`src/rtl/past_history_monitor.sv`:
```
// past_history_monitor
// --------------------
// Multi-channel sample-history buffer with a built-in expected-value checker.
// It keeps the last DEPTH enabled samples of each of CHANNELS input streams.
// Any tap can be read back, which gives synthesised logic the same view that
// $past(data, k) gives a formal property. A caller-supplied expected value is
// compared against the selected tap, and failed comparisons are counted.
//
// Parameters:
//   WIDTH    - bits per channel sample
//   DEPTH    - history stages per channel (>= 1)
//   CHANNELS - number of independent input streams (>= 1)
//
// Ports:
//   clk            in   sole clock, all state updates on posedge
//   rst            in   synchronous active-high reset
//   en             in   sample strobe, history shifts only when high
//   data           in   channel c at bits [c*WIDTH +: WIDTH]
//   chan_sel       in   channel selected for tap readout
//   tap_sel        in   tap index, 0 = most recent stored sample
//   tap_data       out  combinational read of hist[chan_sel][tap_sel]
//   tap_valid      out  selected tap holds a real sample since reset
//   fill           out  stored samples per channel, saturating at DEPTH
//   expect_valid   in   request a comparison this cycle
//   expect_data    in   value expected at the selected tap
//   mismatch       out  registered one-cycle pulse on a failed comparison
//   mismatch_count out  saturating count of mismatches
//
// Optional feature macro: PAST_HISTORY_MONITOR_ASSERT_EN compiles in
// concurrent properties describing the history, fill and checker behaviour.

module past_history_monitor #(
  parameter int WIDTH    = 8,
  parameter int DEPTH    = 4,
  parameter int CHANNELS = 2,
  localparam int CW = (CHANNELS > 1) ? $clog2(CHANNELS) : 1,
  localparam int TW = (DEPTH > 1) ? $clog2(DEPTH) : 1,
  localparam int FW = $clog2(DEPTH + 1)
) (
  input  logic                      clk,
  input  logic                      rst,
  input  logic                      en,
  input  logic [CHANNELS*WIDTH-1:0] data,
  input  logic [CW-1:0]             chan_sel,
  input  logic [TW-1:0]             tap_sel,
  output logic [WIDTH-1:0]          tap_data,
  output logic                      tap_valid,
  output logic [FW-1:0]             fill,
  input  logic                      expect_valid,
  input  logic [WIDTH-1:0]          expect_data,
  output logic                      mismatch,
  output logic [15:0]               mismatch_count
);

  logic [WIDTH-1:0] r_hist [CHANNELS][DEPTH];
  logic [FW-1:0]    r_fill;
  logic             r_mismatch;
  logic [15:0]      r_count;

  logic             w_chanOk;
  logic             w_tapOk;
  logic             w_tapValid;
  logic [WIDTH-1:0] w_tapData;
  logic             w_mismatchNext;

  // Shift register per channel; all channels advance together on en.
  // fill saturates at DEPTH so tap_valid knows how many stages are real.
  always_ff @(posedge clk) begin
    if (rst) begin
      for (int c = 0; c < CHANNELS; c++) begin
        for (int k = 0; k < DEPTH; k++) begin
          r_hist[c][k] <= '0;
        end
      end
      r_fill <= '0;
    end else if (en) begin
      for (int c = 0; c < CHANNELS; c++) begin
        r_hist[c][0] <= data[c*WIDTH +: WIDTH];
        for (int k = 1; k < DEPTH; k++) begin
          r_hist[c][k] <= r_hist[c][k-1];
        end
      end
      if (r_fill != FW'(DEPTH)) begin
        r_fill <= r_fill + 1'b1;
      end
    end
  end

  // Out-of-range selects read as zero and invalid, so non-power-of-two
  // CHANNELS/DEPTH never index past the storage.
  always_comb begin
    w_chanOk   = (32'(chan_sel) < 32'(CHANNELS));
    w_tapOk    = (32'(tap_sel) < 32'(DEPTH));
    w_tapValid = w_chanOk && w_tapOk && (32'(tap_sel) < 32'(r_fill));
    w_tapData  = '0;
    if (w_chanOk && w_tapOk) begin
      w_tapData = r_hist[chan_sel][tap_sel];
    end
  end

  // The comparison uses the pre-shift tap visible this cycle. The counter
  // advances on the same edge that raises mismatch, so both reflect the
  // comparison together one cycle later.
  assign w_mismatchNext = expect_valid && w_tapValid && (expect_data != w_tapData);

  always_ff @(posedge clk) begin
    if (rst) begin
      r_mismatch <= 1'b0;
      r_count    <= '0;
    end else begin
      r_mismatch <= w_mismatchNext;
      if (w_mismatchNext && (r_count != 16'hFFFF)) begin
        r_count <= r_count + 16'd1;
      end
    end
  end

  assign tap_data       = w_tapData;
  assign tap_valid      = w_tapValid;
  assign fill           = r_fill;
  assign mismatch       = r_mismatch;
  assign mismatch_count = r_count;

`ifdef PAST_HISTORY_MONITOR_ASSERT_EN
  for (genvar gc = 0; gc < CHANNELS; gc++) begin : g_chanProps
    a_head: assert property (@(posedge clk) disable iff (rst)
      en |=> r_hist[gc][0] == $past(data[gc*WIDTH +: WIDTH]));
    for (genvar gk = 1; gk < DEPTH; gk++) begin : g_tapProps
      a_shift: assert property (@(posedge clk) disable iff (rst)
        en |=> r_hist[gc][gk] == $past(r_hist[gc][gk-1]));
    end
  end

  a_fillHold: assert property (@(posedge clk) disable iff (rst)
    !en |=> $stable(r_fill));
  a_fillMax: assert property (@(posedge clk) disable iff (rst)
    32'(r_fill) <= 32'(DEPTH));
  a_mismatchCause: assert property (@(posedge clk) disable iff (rst)
    r_mismatch |-> $past(expect_valid));
  // The first cycle out of reset has no meaningful previous count.
  a_countMono: assert property (@(posedge clk) disable iff (rst)
    !$past(rst) |-> r_count >= $past(r_count));
  c_mismatch: cover property (@(posedge clk) disable iff (rst) r_mismatch);
`endif

endmodule

```
`config.mk`:
```
export PLATFORM = sky130hd
export DESIGN_NAME = past_history_monitor
export DESIGN_NICKNAME = d
export VERILOG_FILES = /design/src/rtl/past_history_monitor.sv
export SDC_FILE = /design/constraint.sdc
export NUM_CORES = 1
export LEC_CHECK = 0
export CAP_MARGIN = 40
export CORE_MARGIN = 2
export CORE_UTILIZATION = 49
export DETAILED_ROUTE_END_ITERATION = 16
export PLACE_DENSITY = 0.72
export SYNTH_ARGS = -nofsm -noshare
export SYNTH_HDL_FRONTEND = slang
export SYNTH_SLANG_ARGS = --single-unit
```
`constraint.sdc`:
```
create_clock -name clk -period 2.8 [get_ports clk]
set_input_delay 0.42 -clock clk [delete_from_list [all_inputs] [get_ports clk]]
set_output_delay 0.42 -clock clk [all_outputs]
set_load 0.01 [all_outputs]
```
==> run metrics <==
status finished, final reports clean; Total GRT Usage 0.179; overall power around 2.5 mW; Setup Skew 0.0116 ns; Critical Path AT roughly 2.2 ns; register bit count reported by yosys 84; Post-synth EDFFs between 60 and 70; gpl congestion approximately 0.81; post-route antenna net violation count 0; clk sink count 84; pin count of the biggest net entering global routing 65; Remaining Overflow, GRT 0; most instantiated cells after synthesis and2_1 (68), edfxtp_1 (64), nor2_1 (23), dfxtp_1 (20), mux2i_1 (17); count of input and output buffers 59; Peak Freq slightly below 400 MHz; Die Wd about 95 um; CTS Buffer Depth 2; CP Max Fanout 7; placed cells 483; clk root buf clkbuf_8; 1st-pass router iterations 4; CTS tree built; grt met3 use 0.0423; Worst-Skew Late Latency 0.34 ns; CP startpoint kind input pin; met1 Use GR 0.244; Syn Inst Count ~320; fin crit period ~2.6 ns; die area 8960 um2; vias in the first global route 2468; CP Data Required Time between 2 and 2.5 ns; CTS Hold Buffers Added 0; synth warn 0; DP Worst Slack -0.491 ns; setup violators final 0; Hold Fails Final Rpt 0; Synth Flop Type edfxtp_1; mapped cell area 4030 um2; CTS Buf Count 9; share of the synthesized area in the top cell type 0.477; Final Slew Violations 0; Peak VDD IR about 0.25 mV; fin crit share 0.926; met2 Usage GRT 0.294; register area share after synthesis 0.577; htree depth 3; Slew Limit Headroom 0.615; Cell Area, Placed approximately 4800 um2; Net Count, Synth 356; WL final between 7000 and 8000 um; Ports 60; Starting DRT DRC Count 86; top-count cell post-synth and2_1; Avg Vias per Cell around 5.2; die height between 90 and 100 um; # DRC 0; RSZ-0062 raised after global routing false; largest cells by area after synthesis edfxtp_1 (48%), and2_1 (11%), dfxtp_1 (9.9%); post-synthesis average cell area between 10 and 15 um2; drt wl/cell 15.7 um; CTS clock-pin slew for the worst setup and hold paths around 0.08 ns; cell taking the most area after synthesis edfxtp_1; first-pass GRT wire length 12200 um; share of cells above drive strength 1 0.139; Leakage Power just under 2 nW; initial antenna violation count 0; Critical Setup Path Class in -> out; PD cells ~500 nW/um2; Final nets between 400 and 500; Core ar. ~8100 um2; gr busiest metal met2; total of max-cap violations 0; CP endpoint kind output port; Area growth, synth to finish 26.1%; Initial Utilization 0.497; fraction of registers with async set/reset 0; Vias between 2000 and 3000; Worst Tran Pin Value 0.573 ns; setup ws final a little over 0.2 ns; Finished Layout Cells ~500; Yosys cell types 36; setup_tns 0 ns; antenna cells 0; post-detail-place hpwl between 5000 and 6000 um; Worst Hold Class reg -> reg; design area 5070 um2; row cnt 33
==> cell families (layout without fill, tap and decap cells) <==
kind of cell / after synthesis / in the layout / synth area share
XOR/XNOR: 21 / 21 / 0.0457
AND/OR/NAND/NOR: 141 / 141 / 0.198
multiplexers: 32 / 32 / 0.112
flip-flops: 84 / 84 / 0.577
AO/OA/AOI/OAI: 11 / 11 / 0.0239
adder cells (fa/ha/maj): 4 / 4 / 0.0124
buffers and inverters: 28 / 103 / 0.0311
==> sequential cells by signal (all words and copies together), names as in the netlist <==
signal / flops
r_hist: 64
mismatch_count: 16
mismatch: 1
fill: 3
==> worst max-delay path, cell delays in order <==
cell and delay (ns):
dlygate4sd2_1 0.21, buf_6 0.15, buf_6 0.14, mux4_2 0.50, mux2i_2 0.19, inv_1 0.08, clkdlybuf4s50_1 0.48
==> per-layer routing <==
| metal | routed length (um) | part of all wire | up-vias |
|---|---|---|---|
| met3 | 345 | 0.044 | 5 |
| met2 | 3850 | 0.49 | 60 |
| met4 | 61 | 0.0077 | 0 |
| met1 | 3620 | 0.46 | 1282 |
| li1 | - | - | 1263 |
| met5 | 0 | 0 | - |
==> cells in the final DEF, fill, tap and decap left out, types with 5 or more instances in the layout <==
cell type	count
mux4_2	10
nor3_1	11
buf_4	12
dfxtp_1	20
clkbuf_8	9
inv_1	9
and3_1	7
clkdlybuf4s50_1	55
nor2_1	22
mux2i_1	14
xnor2_1	15
nand2_1	11
nor2b_1	5
and2_1	68
edfxtp_1	64
==> area by class of cell <==
| cell class | count | area, um2 |
|---|---|---|
| Clock buffer | 11 | 131 |
| Timing Repair Buffer | 78 | 798 |
| Tap cell | 105 | 131 |
| Fill cell | 664 | 3020 |
| Clock inverter | 5 | 28.8 |
| Sequential cell | 84 | 2320 |
| Multi-Input combinational cell | 209 | 1630 |
| Inverter | 9 | 33.8 |
==> metrics by stage <==
stage / utilization / hold WS (ns)
6_report: 0.627 / 0.550
5_1_grt: 0.627 / 0.582
4_1_cts: 0.620 / 0.553
3_5_place_dp: 0.596 / 0.536
3_3_place_gp: 0.596 / 0.526
2_1_floorplan: - / 0.515
==> worst paths after layout <==
| path | startpoint | end | slack, ns | depth (start not counted) |
|---|---|---|---|---|
| setup reg to reg | r_hist[1][29] | mismatch_count[7] | 0.31 | 8 |
| hold / removal | r_hist[0][12] | r_hist[0][4] | 0.55 | 1 |
| hold reg to reg | r_hist[0][12] | r_hist[0][4] | 0.55 | 1 |
| setup / recovery | tap_sel[0] | tap_data[6] | 0.21 | 7 |
==> repair_timing <==
item,CTS,global route
gates resized for setup,12,5
pin swaps,4,2
gates cloned,0,1
endpoints found under the setup margin,21,18
buffers inserted,1,0
==> power by group <==
| part | internal (mW) | switching [mW] |
|---|---|---|
| logic | 0.197 | 0.162 |
| clock network | 0.317 | 0.417 |
| registers | 1.41 | 0.0375 |
(Power assumes the default switching activity.)
